===== src/rtl/crossbar_ctrl.sv =====
// Crossbar write/form/MAC sequencer.
// Accepts one command at a time, steps the crossbar through reset/set write
// phases, a form pulse or a MAC read window, and returns the MAC result
// through a valid/ready response port. All line drives are registered.
module crossbar_ctrl #(
    parameter int PULSE_CYCLES = 4,
    parameter int FORM_CYCLES  = 16,
    parameter int READ_CYCLES  = 2
) (
    input  logic       clk,
    input  logic       rst_n,
    input  logic       cmd_valid,
    output logic       cmd_ready,
    input  logic [1:0] cmd_op,
    input  logic [2:0] cmd_row,
    input  logic [7:0] cmd_data,
    output logic       rsp_valid,
    input  logic       rsp_ready,
    output logic [7:0] rsp_data,
    output logic [7:0] bitline,
    output logic [7:0] wordline,
    output logic [7:0] selectline,
    output logic       wenable,
    output logic       form,
    output logic       mac,
    input  logic [7:0] xbar_out,
    output logic       busy
);

    typedef enum logic [2:0] {
        IDLE,
        RST_PH,
        SET_PH,
        FORM_PH,
        READ_PH,
        RESP
    } state_t;

    localparam logic [1:0] OP_WRITE = 2'b00;
    localparam logic [1:0] OP_MAC   = 2'b01;
    localparam logic [1:0] OP_FORM  = 2'b10;

    // Counter reload values: a phase of N cycles counts N-1 down to 0.
    localparam logic [7:0] PULSE_LOAD = 8'(PULSE_CYCLES - 1);
    localparam logic [7:0] FORM_LOAD  = 8'(FORM_CYCLES - 1);
    localparam logic [7:0] READ_LOAD  = 8'(READ_CYCLES - 1);

    state_t     state;
    state_t     state_next;
    logic [7:0] cnt;
    logic [7:0] cnt_next;
    logic [2:0] row_reg;
    logic [7:0] data_reg;
    logic       accept;

    logic [7:0] bitline_d;
    logic [7:0] wordline_d;
    logic [7:0] selectline_d;
    logic       wenable_d;
    logic       form_d;
    logic       mac_d;

    // The opcode only steers the IDLE exit; once accepted, its effect lives
    // entirely in the state register, so only row and data are kept.
    assign accept    = cmd_valid && (state == IDLE);
    assign cmd_ready = (state == IDLE);
    assign busy      = (state != IDLE);
    assign rsp_valid = (state == RESP);

    // State and phase counter register.
    always_ff @(posedge clk) begin
        if (!rst_n) begin
            state <= IDLE;
            cnt   <= 8'd0;
        end else begin
            state <= state_next;
            cnt   <= cnt_next;
        end
    end

    // Latch the command operands so later cmd_* changes are ignored.
    always_ff @(posedge clk) begin
        if (!rst_n) begin
            row_reg  <= 3'd0;
            data_reg <= 8'd0;
        end else if (accept) begin
            row_reg  <= cmd_row;
            data_reg <= cmd_data;
        end
    end

    // Next-state and counter sequencing.
    always_comb begin
        state_next = state;
        cnt_next   = cnt;
        case (state)
            IDLE: begin
                if (accept) begin
                    case (cmd_op)
                        OP_WRITE: begin
                            state_next = RST_PH;
                            cnt_next   = PULSE_LOAD;
                        end
                        OP_MAC: begin
                            state_next = READ_PH;
                            cnt_next   = READ_LOAD;
                        end
                        OP_FORM: begin
                            state_next = FORM_PH;
                            cnt_next   = FORM_LOAD;
                        end
                        default: begin
                            state_next = IDLE;
                        end
                    endcase
                end
            end
            RST_PH: begin
                if (cnt == 8'd0) begin
                    state_next = SET_PH;
                    cnt_next   = PULSE_LOAD;
                end else begin
                    cnt_next = cnt - 8'd1;
                end
            end
            SET_PH, FORM_PH: begin
                if (cnt == 8'd0) begin
                    state_next = IDLE;
                end else begin
                    cnt_next = cnt - 8'd1;
                end
            end
            READ_PH: begin
                if (cnt == 8'd0) begin
                    state_next = RESP;
                end else begin
                    cnt_next = cnt - 8'd1;
                end
            end
            RESP: begin
                if (rsp_ready) begin
                    state_next = IDLE;
                end
            end
            default: begin
                state_next = IDLE;
                cnt_next   = 8'd0;
            end
        endcase
    end

    // Line decode for the current state; bitline and selectline are never
    // both driven in the same phase, so they cannot collide on any bit.
    always_comb begin
        bitline_d    = 8'd0;
        wordline_d   = 8'd0;
        selectline_d = 8'd0;
        wenable_d    = 1'b0;
        form_d       = 1'b0;
        mac_d        = 1'b0;
        case (state)
            RST_PH: begin
                wordline_d   = 8'b1 << row_reg;
                selectline_d = ~data_reg;
                wenable_d    = 1'b1;
            end
            SET_PH: begin
                wordline_d = 8'b1 << row_reg;
                bitline_d  = data_reg;
                wenable_d  = 1'b1;
            end
            FORM_PH: begin
                wordline_d = 8'b1 << row_reg;
                bitline_d  = data_reg;
                wenable_d  = 1'b1;
                form_d     = 1'b1;
            end
            READ_PH: begin
                wordline_d = data_reg;
                mac_d      = 1'b1;
            end
            default: begin
                wenable_d = 1'b0;
            end
        endcase
    end

    // Registered line drivers, one cycle behind the state.
    always_ff @(posedge clk) begin
        if (!rst_n) begin
            bitline    <= 8'd0;
            wordline   <= 8'd0;
            selectline <= 8'd0;
            wenable    <= 1'b0;
            form       <= 1'b0;
            mac        <= 1'b0;
        end else begin
            bitline    <= bitline_d;
            wordline   <= wordline_d;
            selectline <= selectline_d;
            wenable    <= wenable_d;
            form       <= form_d;
            mac        <= mac_d;
        end
    end

    // Capture the crossbar output on the final read cycle and hold it.
    always_ff @(posedge clk) begin
        if (!rst_n) begin
            rsp_data <= 8'd0;
        end else if ((state == READ_PH) && (cnt == 8'd0)) begin
            rsp_data <= xbar_out;
        end
    end

endmodule


===== config.mk =====
export PLATFORM = sky130hd
export DESIGN_NAME = crossbar_ctrl
export DESIGN_NICKNAME = d
export VERILOG_FILES = /design/src/rtl/crossbar_ctrl.sv
export SDC_FILE = /design/constraint.sdc
export NUM_CORES = 1
export LEC_CHECK = 0
export BUFFER_PORTS_ARGS = -buffer_cell sky130_fd_sc_hd__buf_2
export CAP_MARGIN = 5
export CORE_UTILIZATION = 45
export CTS_BUF_LIST = sky130_fd_sc_hd__clkbuf_16
export CTS_CLUSTER_DIAMETER = 40
export DETAILED_ROUTE_END_ITERATION = 10
export PLACE_DENSITY = 0.73
export SLEW_MARGIN = 25
export SYNTH_ARGS = -nofsm -noshare
export SYNTH_HDL_FRONTEND = slang
export SYNTH_SLANG_ARGS = --single-unit

===== constraint.sdc =====
create_clock -name clk -period 1.95 [get_ports clk]
set_clock_uncertainty 0.1 [all_clocks]
set_input_delay 0.39 -clock clk [delete_from_list [all_inputs] [get_ports clk]]
set_output_delay 0.39 -clock clk [all_outputs]
set_load 0.1 [all_outputs]

* After elaboration in Yosys (flattened, before gate mapping)
Index checks and enable logic that the tools add are counted.
Operators by class: shifts and indexed selects 1, reductions and logical operators 13, bitwise gates (word level) 2, multiplexer cells 16, equality and inequality tests 14, add/sub/neg operators 1
Operators by type and width (number):
- $pmux W8 S4 | 1
- $mux W8 | 3
- $pmux W8 S3 | 1
- $pmux W8 S2 | 1
- $mux W3 | 5
- $pmux W3 S5 | 1
- $pmux W3 S3 | 1
- $logic_not A8 Y1 | 1
- $not A8 Y8 | 1
- $shl A1 B3 Y8 const A | 1
- $sub A8 B1 Y8 const B | 1
- $eq A3 B2 Y1 const B | 2
- $eq A3 B3 Y1 const B | 2
- $ne A2 B1 Y1 const B | 3
- $ne A2 B2 Y1 const B | 3
- $reduce_or A3 Y1 | 2
- $reduce_and A5 Y1 | 1
- $ne A4 B1 Y1 const B | 1
- $reduce_and A2 Y1 | 2
- $reduce_and A4 Y1 | 1
- $eq A3 B1 Y1 const B | 1
- $logic_not A3 Y1 | 1
- $mux W1 | 3
- $reduce_bool A3 Y1 | 1
- other kinds (6) | 7
Word-level totals: bits of input ports 25, register bits after elaboration 57, word-level logic and storage cells 58, output and inout bits 38

* Depth between registers and ports, before layout
Gate-level depths: netlist (run 1).
word-level depth 4, mapped depth 7, depth with buffers taken out 6

* Least setup slack after synthesis (run 1)
Ideal clock, no wire load.
path kind register to register, start point register state[2], end point register cnt[6], cell stages (with the launch flop) 7, data required time 1.771 ns, arrival 2.270 ns, setup slack -0.499 ns, path buffers 0, path through dfxtp_1 -> nor2_2 -> nand2_2 -> inv_2 -> or3_1 -> or4_1 -> o211ai_1
On the way: longest elaborated chain between the ends 4, elaborated cells on any way between the ends 14, classes of those cells eq/ne: 8; mux: 1; bitwise: 1; reduce/logical: 4
Ends and longest elaborated chain:
- start: declaration | line 48 | state_t state;
- start signal: assignment | line 76 | state <= state_next;
- $logic_not A3 Y1 *
- named net cmd_ready | line 13 | output logic cmd_ready,
- $logic_and A1 B1 Y1 | line 65 | assign accept = cmd_valid && (state == IDLE);
- $ne A2 B1 Y1 (no source line)
- $reduce_and A4 Y1 (no source line)
- end signal: assignment | line 77 | cnt <= cnt_next;
- end: declaration | line 50 | logic [7:0] cnt;
The timed path passes the listed nets; every way through them passes the cells marked *. A chain may end at the register's enable or synchronous reset.

* Worst setup path in the final report (run 1)
start point register state[1], end point output port rsp_valid
On the way: longest elaborated chain between the ends 1
Ends and longest elaborated chain:
- $eq A3 B3 Y1 | line 68 | assign rsp_valid = (state == RESP);
- end: declaration | line 17 | output logic rsp_valid,
No other way between the ends.

==> results.txt, run 1 <==
Seq. cell area: 1142 um2
Proportion of power drawn by the clock network: 27.3%
Max-cap violations: 0
TritonCTS clock tree: done
Overall die area: 5441 um2
Cell types with the highest counts after synthesis: 57 x sky130_fd_sc_hd__dfxtp_1, 34 x sky130_fd_sc_hd__nand2_1, 27 x sky130_fd_sc_hd__a21oi_1, 21 x sky130_fd_sc_hd__nor2_1, 12 x sky130_fd_sc_hd__nand3_1
Warning count from the yosys run: 0
Net switching power figure: 2612 uW
Share of post-route cells with drive strength above 1: 33.81%
Maximum level of the CTS H-tree: 3
Final worst-path setup slack: 0.06174 ns
# DRC: 0
Final hold slack: 0.1998 ns
Launch point of the worst reg-to-reg path: cnt[3]
Number of buffers inserted by hold repair at cts: 0
Arrival time worst endpoint: 1.40 ns
Setup crit end kind: primary output
Number of vias after detailed routing: 2,206
Worst hold path startpoint: cmd_data[1]
Area of the multi-input gates: 1135 um2
Number of diodes: 0
Max Buffers Root-to-Sink: 2
Sum of internal, switching and leakage power: 6082 uW
Worst VDD drop: 1.231 mV
Required time worst endpoint: 1.46 ns
Final setup fails: 0
Mapped Area: 2317 um2
Buffer cell driving the clock tree root: sky130_fd_sc_hd__clkbuf_16
Library cells used by synthesis: 47
Clock buffer count from CTS: 9
Number of iterations in the first detailed-routing pass: 4
Startpoint-to-endpoint class of the critical path: reg -> out
Initial antenna violation count: 0
Number of buffer cells added on primary ports: 62
Mean post-synth cell area: 8.878 um2
Count of placed standard cells including taps: 402
Critical R2R Capture: cnt[7]
Area leader, netlist: sky130_fd_sc_hd__dfxtp_1
Achievable frequency: 0.5296 GHz
Starting density of the core: 47.79%
Part of the cycle the worst path needs: 96.83%
Wire length of the first global-routing pass: 9.846 mm
Signed area change from the synthesized netlist to the final layout: 40.71%
Cells taking the most area after synthesis: sky130_fd_sc_hd__dfxtp_1 49%, sky130_fd_sc_hd__a21oi_1 5.8%, sky130_fd_sc_hd__nand2_1 5.5%, sky130_fd_sc_hd__ha_1 3.8%, sky130_fd_sc_hd__nor2_1 3.4%
Comb power frac: 47.2%
Element type at the critical path start: flop
Most common cell in the synthesized netlist: sky130_fd_sc_hd__dfxtp_1
Transition at the pin with the smallest max-transition slack: 0.5849 ns
Slew HR: 60.93%
Routed wire length: 5.925 mm
Final HPWL DP: 4.077 mm
Yosys reg bits: 57
Placement Rows: 25
Path class of the lowest-slack min-delay path: in -> reg
Number of vias per cell: 5.265
Clock slew at reported path FFs: 0.05 ns
Height of the die: 73.76 um
Via count of the first global-routing pass: 2,083
Net count of the finished layout: 379
Routability congestion estimate: 0.8740
Top cell type's share of synthesized area: 49.24%
Synthesized instance count: 261
Worst hold path endpoint: data_reg[1]
Final cell count without fillers: 419
Total nets after synthesis: 293
Worst skew pair latency: 0.32 ns
Io pins: 63
Clock Sinks: 57
DR iter-0 viols: 132
Post-route minimum period: 1.888 ns
Maximum number of pins on one net before global-route repair: 27
Power Internal: 3470 uW
Most used flip-flop cell after synthesis: sky130_fd_sc_hd__dfxtp_1
Routed length per instance: 14.14 um
Final hold viol count: 0
Placeable core area: 4848 um2
Outcome: finished clean
Number of pins exceeding their max-slew limit in the final report: 0
Number of flops mapped to enable cells by yosys: 0
Grt ovf: 0
Filler Cell Count: 404
CP Max Fanout: 7
Width of the die: 73.76 um
Final-layout setup total negative slack: 0 ns
Antenna Violating Nets Remaining: 0
Reg2Reg Setup Slack: 0.10 ns
Sequential group share of total power: 25.5%
Sequential cell area fraction in the yosys report: 49.24%
Power per Cell Area: 1865 nW/um2
Net switching fraction of the power: 42.95%
Unrepaired setup endpoints after global routing: no
P_leak: 0.001446 uW
Post-synth ARST share: 0%
Dpl ws: 0.04090 ns
Cells on Worst Hold Path: 3
Reg2Reg Depth: 4
Total GRT Usage: 24.32%
==> routing by layer <==
metal / wire length (um) / part of all wire, % / track usage (%)
met1: 2607 / 44 / 30.06
met2: 2861 / 48 / 38.43
met3: 374 / 6.3 / 5.898
met4: 82 / 1.4 / 14.10
met5: 0 / 0 / 0
==> power groups by stage <==
stage / Combinational [uW] / Clock [uW] / Sequential, uW
6_report: 2870 / 1660 / 1550
5_1_grt: 3070 / 1750 / 1580
4_1_cts: 2780 / 1680 / 1540
3_5_place_dp: 2750 / 0 / 1560
3_3_place_gp: 2720 / 0 / 1560
2_1_floorplan: 1450 / 0 / 2010
==> cell families after synthesis <==
group	Yosys count	synth area share, %
fa+ha+maj	7	3.780
buf+inv	22	3.726
simple gates	105	23.43
compound gates	68	19.06
flops	57	49.24
xor+xnor	2	0.7561
==> placed cells by master, fill, tap and decap left out, drive strengths merged, types with 3 or more instances in the layout <==
master,synthesis,routed
buf,3,85
dfxtp,57,57
nand2,35,35
a21oi,27,27
nor2,22,22
inv,12,13
nand3,12,12
and2,9,9
clkbuf,7,9
o21ai,8,8
ha,7,7
a22oi,6,6
nor3,5,5
or4,4,4
o21a,4,4
nor3b,4,4
a211oi,4,4
or3,3,3
or3b,3,3
o32ai,3,3
clkinv,0,3
==> per-stage QoR <==
stage                     utilization, %  area, um2
after floorplan                        -       2345
after global placement             59.97       2908
after detailed placement           59.97       2908
after CTS                          66.55       3227
after global routing               67.25       3261
final                              67.25       3261
==> critical path, cell delays in order, from the launching register on <==
cell and delay, ns:
sky130_fd_sc_hd__dfxtp_1 0.48, sky130_fd_sc_hd__buf_4 0.18, sky130_fd_sc_hd__and3b_2 0.24, sky130_fd_sc_hd__buf_12 0.17
==> cell type report <==
cell class / count / share of cell area [%]
sequential: 57 / 35.03
multi-input combinational: 182 / 34.80
timing repair buffer: 85 / 16.19
clock buffer: 9 / 6.907
clock inverter: 7 / 2.878
tap: 67 / 2.571
inverter: 12 / 1.612
==> timing repair <==
item,4_1_cts,5_1_grt
setup buffers,0,1
setup endpoints to repair,0,16
resized for setup,0,8
==> worst max path at each step <==
stage	endpoint	depth (start not counted)	startpoint	slack, ns
3_5_place_dp	state[0]	6	cnt[0]	0.04
3_3_place_gp	cnt[2]	6	cnt[0]	0.09
4_1_cts	cnt[3]	7	cnt[0]	0.02
6_report	rsp_valid	3	state[1]	0.06
5_1_grt	cnt[7]	4	cnt[3]	0.002
2_1_floorplan	cnt[6]	6	state[0]	0.02
No activity file was read; power rests on OpenSTA's default activity.
==> inputs of run 2 (changes only) <==
--- a/config.mk
+++ b/config.mk
@@ -7,11 +7,11 @@
 export LEC_CHECK = 0
 export BUFFER_PORTS_ARGS = -buffer_cell sky130_fd_sc_hd__buf_2
 export CAP_MARGIN = 5
-export CORE_UTILIZATION = 45
+export CORE_UTILIZATION = 46
 export CTS_BUF_LIST = sky130_fd_sc_hd__clkbuf_16
 export CTS_CLUSTER_DIAMETER = 40
 export DETAILED_ROUTE_END_ITERATION = 10
-export PLACE_DENSITY = 0.73
+export PLACE_DENSITY = 0.74
 export SLEW_MARGIN = 25
 export SYNTH_ARGS = -nofsm -noshare
 export SYNTH_HDL_FRONTEND = slang
==> results.txt, run 2 (synthesized netlist as in run 1, its figures left out) <==
Outcome: finished clean
Power Internal: 3519 uW (+1.4%)
# DRC: 0 (unchanged)
Startpoint-to-endpoint class of the critical path: reg -> reg
Max Buffers Root-to-Sink: 2 (unchanged)
Number of buffers inserted by hold repair at cts: 0 (unchanged)
Bufs and invs on worst path: 0 (-2)
Final-layout setup total negative slack: 0 ns (unchanged)
Overall die area: 5325 um2 (-2.1%)
Clock Sinks: 57 (unchanged)
Final HPWL DP: 4.099 mm (+0.52%)
Number of vias after detailed routing: 2,217 (+0.50%)
Post-route minimum period: 1.907 ns (+0.01878 ns)
Element type at the critical path start: flop
Slowest-stage cell, CP: sky130_fd_sc_hd__or4_1
Number of buffer cells added on primary ports: 62 (unchanged)
TritonCTS clock tree: done
Path class of the lowest-slack min-delay path: in -> reg
Required time worst endpoint: 2.06 ns (+0.60 ns)
Setup crit end kind: flop
Clock buffer count from CTS: 9 (unchanged)
Share of post-route cells with drive strength above 1: 35.51% (+1.7 points)
Worst skew pair latency: 0.32 ns (about the same)
Final hold viol count: 0 (unchanged)
Commonest non-fill, non-tap cells in the layout: 59 x sky130_fd_sc_hd__buf_2, 53 x sky130_fd_sc_hd__dfxtp_1, 34 x sky130_fd_sc_hd__nand2_1, 27 x sky130_fd_sc_hd__a21oi_1, 23 x sky130_fd_sc_hd__buf_4
Grt ovf: 0 (unchanged)
Number of iterations in the first detailed-routing pass: 4 (unchanged)
Routed length per instance: 14.35 um (+1.5%)
Starting density of the core: 48.42% (+0.62 points)
Reg2Reg Setup Slack: 0.04 ns (-0.06 ns)
Final setup fails: 0 (unchanged)
Proportion of power drawn by the clock network: 27.4% (about the same)
Maximum level of the CTS H-tree: 3 (unchanged)
Number of diodes: 0 (unchanged)
Clock slew at reported path FFs: 0.06 ns (about the same)
Net switching power figure: 2689 uW (+2.9%)
Net count of the finished layout: 379 (unchanged)
Io pins: 63 (unchanged)
Number of pins exceeding their max-slew limit in the final report: 0 (unchanged)
Via count of the first global-routing pass: 2,156 (+3.5%)
Width of the die: 72.98 um (-1.1%)
Power per Cell Area: 1891 nW/um2 (+1.4%)
Part of the cycle the worst path needs: 97.80% (+0.96 points)
Achievable frequency: 0.5244 GHz (-0.98%)
Max-cap violations: 0 (unchanged)
Slew HR: 60.36% (-0.57 points)
Routed wire length: 6.011 mm (+1.5%)
CP top delay family: compound AO/OA/AOI/OAI gates
Placeable core area: 4786 um2 (-1.3%)
Worst VDD drop: 1.006 mV (-18%)
Cell area after placement: 2908 um2 (unchanged)
DR iter-0 viols: 148 (+12%)
Height of the die: 72.98 um (-1.1%)
Net switching fraction of the power: 43.32% (+0.37 points)
Wire length of the first global-routing pass: 9.708 mm (-1.4%)
CP Max Fanout: 4 (-3)
Comb power frac: 47.7% (+0.5 points)
Maximum number of pins on one net before global-route repair: 27 (unchanged)
Antenna Violating Nets Remaining: 0 (unchanged)
Initial antenna violation count: 0 (unchanged)
Unrepaired setup endpoints after global routing: yes
Placement Rows: 25 (unchanged)
Post-route standard cell area excluding fillers: 3283 um2 (+0.69%)
Buffer cell driving the clock tree root: sky130_fd_sc_hd__clkbuf_16
Transition at the pin with the smallest max-transition slack: 0.5933 ns (+0.008473 ns)
Stage delay of the slowest cell on the critical path: 0.68 ns (+0.20 ns)
Number of vias per cell: 5.291 (+0.50%)
Signed area change from the synthesized netlist to the final layout: 41.68%
Total GRT Usage: 24.20% (-0.12 points)
Commonest non-fill, non-tap cell in the layout: sky130_fd_sc_hd__buf_2
Arrival time worst endpoint: 2.02 ns (+0.62 ns)
Cell-by-cell trace of the critical path: or4_1 -> o41ai_1 -> a211oi_1 -> a31o_2
Sequential group share of total power: 24.9% (-0.6 points)
Routability congestion estimate: 0.9468 (+8.3%)
P_leak: 0.001453 uW (+0.48%)
-- run 2: per-layer routing --
| metal | up-vias | global-route usage (%) | routed length (um) |
|---|---|---|---|
| met4 | 0 | 13.29 | 142 |
| met2 | 74 | 37.80 | 2858 |
| met1 | 1034 | 30.45 | 2719 |
| met3 | 14 | 6.354 | 291 |
| li1 | 1095 | - | - |
| met5 | - | 0 | 0 |
-- run 2: power by group through the flow --
stage                     Combinational [uW]  Clock, uW  Sequential [uW]
after floorplan                         1450          0             2010
after global placement                  2750          0             1540
after detailed placement                2780          0             1550
after CTS                               2850       1720             1530
after global routing                    3140       1780             1570
final                                   2960       1700             1550
-- run 2: layout make-up --
cell class                      instances  area (um2)
Clock buffer                            9       225.2
Clock inverter                          7       102.6
Fill cell                             381        1503
Inverter                               12       52.55
Multi-Input combinational cell        182        1145
Sequential cell                        57        1146
Tap cell                               67       83.83
Timing Repair Buffer                   85       528.0
-- run 2: worst paths after layout --
check	from	endpoint	depth (start not counted)
worst min-delay path	cmd_data[4]	data_reg[4]	3
worst max register to register	cnt[2]	cnt[7]	4
worst max-delay path	cnt[2]	cnt[7]	4
worst min register to register	rsp_data[5]	rsp_data[5]	2
-- run 2: through the flow --
step	cells	hold slack, ns	power, uW	utilization [%]	worst slack [ns]
3_5_place_dp	402	0.3488	4330	60.76	-0.04482
5_1_grt	419	0.2053	6500	68.60	-0.03751
6_report	419	0.2049	6209	68.60	0.04296
3_3_place_gp	402	0.3415	4296	60.76	0.007137
4_1_cts	419	0.1950	6105	68.05	0.006573
2_1_floorplan	261	0.3212	3465	-	0.01761
-- run 2: what timing repair did --
item                                   CTS  global route
setup endpoints to repair                8            18
buffers inserted                         1             0
pin swaps                                1             1
endpoints found under the hold margin    0             0
resized for setup                        5             9
-- run 2: worst min-delay path, stage by stage --
cell,delay [ns]
sky130_fd_sc_hd__buf_2,0.10
sky130_fd_sc_hd__nand2_1,0.04
sky130_fd_sc_hd__a21oi_1,0.05
==> inputs of run 3 (changes only) <==
--- a/config.mk
+++ b/config.mk
@@ -5,6 +5,7 @@
 export SDC_FILE = /design/constraint.sdc
 export NUM_CORES = 1
 export LEC_CHECK = 0
+export ABC_CLOCK_PERIOD_IN_PS = 1950
 export BUFFER_PORTS_ARGS = -buffer_cell sky130_fd_sc_hd__buf_2
 export CAP_MARGIN = 5
 export CORE_UTILIZATION = 46
@@ -12,6 +13,7 @@
 export CTS_CLUSTER_DIAMETER = 40
 export DETAILED_ROUTE_END_ITERATION = 10
 export PLACE_DENSITY = 0.74
+export SETUP_SLACK_MARGIN = 0.1
 export SLEW_MARGIN = 25
 export SYNTH_ARGS = -nofsm -noshare
 export SYNTH_HDL_FRONTEND = slang
==> results.txt, run 3 (synthesized netlist as in run 1, its figures left out) <==
Outcome: finished clean
Slowest-stage cell, CP: sky130_fd_sc_hd__dfxtp_2
Final cell count without fillers: 425 (+1.4%)
Number of pins exceeding their max-slew limit in the final report: 0 (unchanged)
Arrival time worst endpoint: 1.98 ns (-0.04 ns)
Starting density of the core: 48.42% (unchanged)
Slew HR: 57.08% (-3.3 points)
Commonest non-fill, non-tap cells in the layout: 59 x sky130_fd_sc_hd__buf_2, 52 x sky130_fd_sc_hd__dfxtp_1, 34 x sky130_fd_sc_hd__nand2_1, 28 x sky130_fd_sc_hd__buf_4, 27 x sky130_fd_sc_hd__a21oi_1
Number of vias after detailed routing: 2,359 (+6.4%)
Final setup fails: 0 (unchanged)
Part of the cycle the worst path needs: 96.31% (-1.5 points)
Number of diodes: 0 (unchanged)
CP Max Fanout: 3 (-1)
Number of iterations in the first detailed-routing pass: 4 (unchanged)
Unrepaired setup endpoints after global routing: yes
Worst hold path startpoint: cmd_data[3]
Routed wire length: 7.002 mm (+16%)
Maximum number of pins on one net before global-route repair: 27 (unchanged)
Startpoint-to-endpoint class of the critical path: reg -> reg
# DRC: 0 (unchanged)
Initial antenna violation count: 0 (unchanged)
Max Buffers Root-to-Sink: 2 (unchanged)
TritonCTS clock tree: done
Final HPWL DP: 4.246 mm (+3.6%)
Launch point of the worst reg-to-reg path: cnt[0]
Filler Cell Count: 374 (-1.8%)
Routability congestion estimate: 0.8534 (-9.9%)
Wire length of the first global-routing pass: 10.37 mm (+6.8%)
Final hold viol count: 0 (unchanged)
Power per Cell Area: 1951 nW/um2 (+3.2%)
P_leak: 0.001491 uW (+2.6%)
Required time worst endpoint: 2.05 ns (about the same)
Cell-by-cell trace of the critical path: inv_2 -> ha_4 -> nor3b_4 -> buf_4 -> a31oi_1 -> o211ai_1 -> buf_4 -> o32ai_4
Overall die area: 5325 um2 (unchanged)
Post-route minimum period: 1.878 ns (-0.02897 ns)
Width of the die: 72.98 um (unchanged)
Transition at the pin with the smallest max-transition slack: 0.6424 ns (+0.04905 ns)
Height of the die: 72.98 um (unchanged)
Number of buffer cells added on primary ports: 62 (unchanged)
Buffer cell driving the clock tree root: sky130_fd_sc_hd__clkbuf_16
Clock slew at reported path FFs: 0.05 ns (about the same)
Count of placed standard cells including taps: 400 (-0.50%)
Setup crit end kind: flop
Signed area change from the synthesized netlist to the final layout: 46.11%
Worst VDD drop: 1.255 mV (+25%)
Via count of the first global-routing pass: 2,215 (+2.7%)
Startpoint of the most critical setup path: cnt[0]
Io pins: 63 (unchanged)
Element type at the critical path start: flop
Number of vias per cell: 5.551 (+4.9%)
Worst skew pair latency: 0.32 ns (about the same)
Net count of the finished layout: 385 (+1.6%)
Commonest non-fill, non-tap cell in the layout: sky130_fd_sc_hd__buf_2
DR iter-0 viols: 123 (-17%)
Clock buffer count from CTS: 9 (unchanged)
Placeable core area: 4786 um2 (unchanged)
Grt ovf: 0 (unchanged)
Max-cap violations: 0 (unchanged)
Total GRT Usage: 26.29% (+2.1 points)
Share of post-route cells with drive strength above 1: 38.27% (+2.8 points)
Number of buffers inserted by hold repair at cts: 0 (unchanged)
Cell seen most often among critical-path stages: sky130_fd_sc_hd__buf_4
Final-layout setup total negative slack: 0 ns (unchanged)
Path class of the lowest-slack min-delay path: in -> reg
Seq. cell area: 1155 um2 (+0.76%)
Stage delay of the slowest cell on the critical path: 0.33 ns (-0.35 ns)
Clock Sinks: 57 (unchanged)
Maximum level of the CTS H-tree: 3 (unchanged)
Achievable frequency: 0.5325 GHz (+1.5%)
Antenna Violating Nets Remaining: 0 (unchanged)
Placement Rows: 25 (unchanged)
Area of the multi-input gates: 1206 um2 (+5.4%)
Routed length per instance: 16.48 um (+15%)
==> run 3: cell types whose count changed in the layout (fill, tap and decap cells not counted), moves of 2 or more <==
| cell | delta |
|---|---|
| sky130_fd_sc_hd__inv_6 | -2 |
| sky130_fd_sc_hd__nor2_2 | +2 |
| sky130_fd_sc_hd__dfxtp_2 | -2 |
| sky130_fd_sc_hd__inv_2 | +2 |
| sky130_fd_sc_hd__a211oi_4 | +2 |
| sky130_fd_sc_hd__buf_4 | +5 |
| sky130_fd_sc_hd__a211oi_2 | -2 |
| sky130_fd_sc_hd__clkinv_2 | +2 |
| sky130_fd_sc_hd__o21ai_2 | -2 |
| sky130_fd_sc_hd__dfxtp_4 | +3 |
| sky130_fd_sc_hd__o21ai_1 | +2 |
==> run 3: final cells by class <==
type | count | share of cell area [%]
Multi-Input combinational cell | 182 | 35.62
Inverter | 12 | 1.552
Timing Repair Buffer | 91 | 17.04
Tap cell | 67 | 2.476
Clock buffer | 9 | 6.652
Clock inverter | 7 | 2.550
Sequential cell | 57 | 34.11
==> run 3: power breakdown <==
| group | leakage, uW | internal, uW | switching [uW] |
|---|---|---|---|
| clock | 0.000158 | 1100 | 530 |
| combinational | 0.000867 | 1200 | 2180 |
| sequential | 0.000466 | 1380 | 211 |
| total | 0.00149 | 3680 | 2920 |
==> run 3: critical path, delay by kind of cell, from the launching register on <==
family	cells	cell delay, ns
buf+inv	3	0.47
compound gates	3	0.45
flops	1	0.33
simple gates	1	0.28
fa+ha+maj	1	0.13
==> run 3: worst paths after layout <==
| check | to | slack (ns) | cells after the start |
|---|---|---|---|
| hold / removal | data_reg[3] | 0.21 | 3 |
| hold reg to reg | rsp_data[6] | 0.35 | 2 |
| setup reg to reg | cnt[3] | 0.07 | 8 |
| setup / recovery | cnt[3] | 0.07 | 8 |
==> run 3: routing by layer <==
metal / track usage [%] / wire (um)
met3: 8.011 / 512
met4: 19.39 / 377
met1: 29.00 / 2704
met5: 0 / 0
met2: 42.78 / 3407
==> run 3: stage by stage <==
step | hold slack, ns | total power (uW) | setup slack [ns] | utilization, % | cell area [um2]
2_1_floorplan | 0.3212 | 3477 | 0.05357 | - | 2351
3_3_place_gp | 0.3403 | 4317 | 0.02003 | 60.58 | 2899
3_5_place_dp | 0.3436 | 4375 | -0.02442 | 60.58 | 2899
4_1_cts | 0.1992 | 6281 | 0.09670 | 68.78 | 3292
5_1_grt | 0.2092 | 6812 | 0.01014 | 70.75 | 3386
6_report | 0.2052 | 6604 | 0.07193 | 70.75 | 3386
==> run 3: what timing repair did <==
action | 4_1_cts | 5_1_grt
pin swaps | 2 | 9
endpoints found under the hold margin | 0 | 0
buffers inserted | 4 | 5
gates cloned | 0 | 0
resized for setup | 14 | 14
setup endpoints to repair | 9 | 17
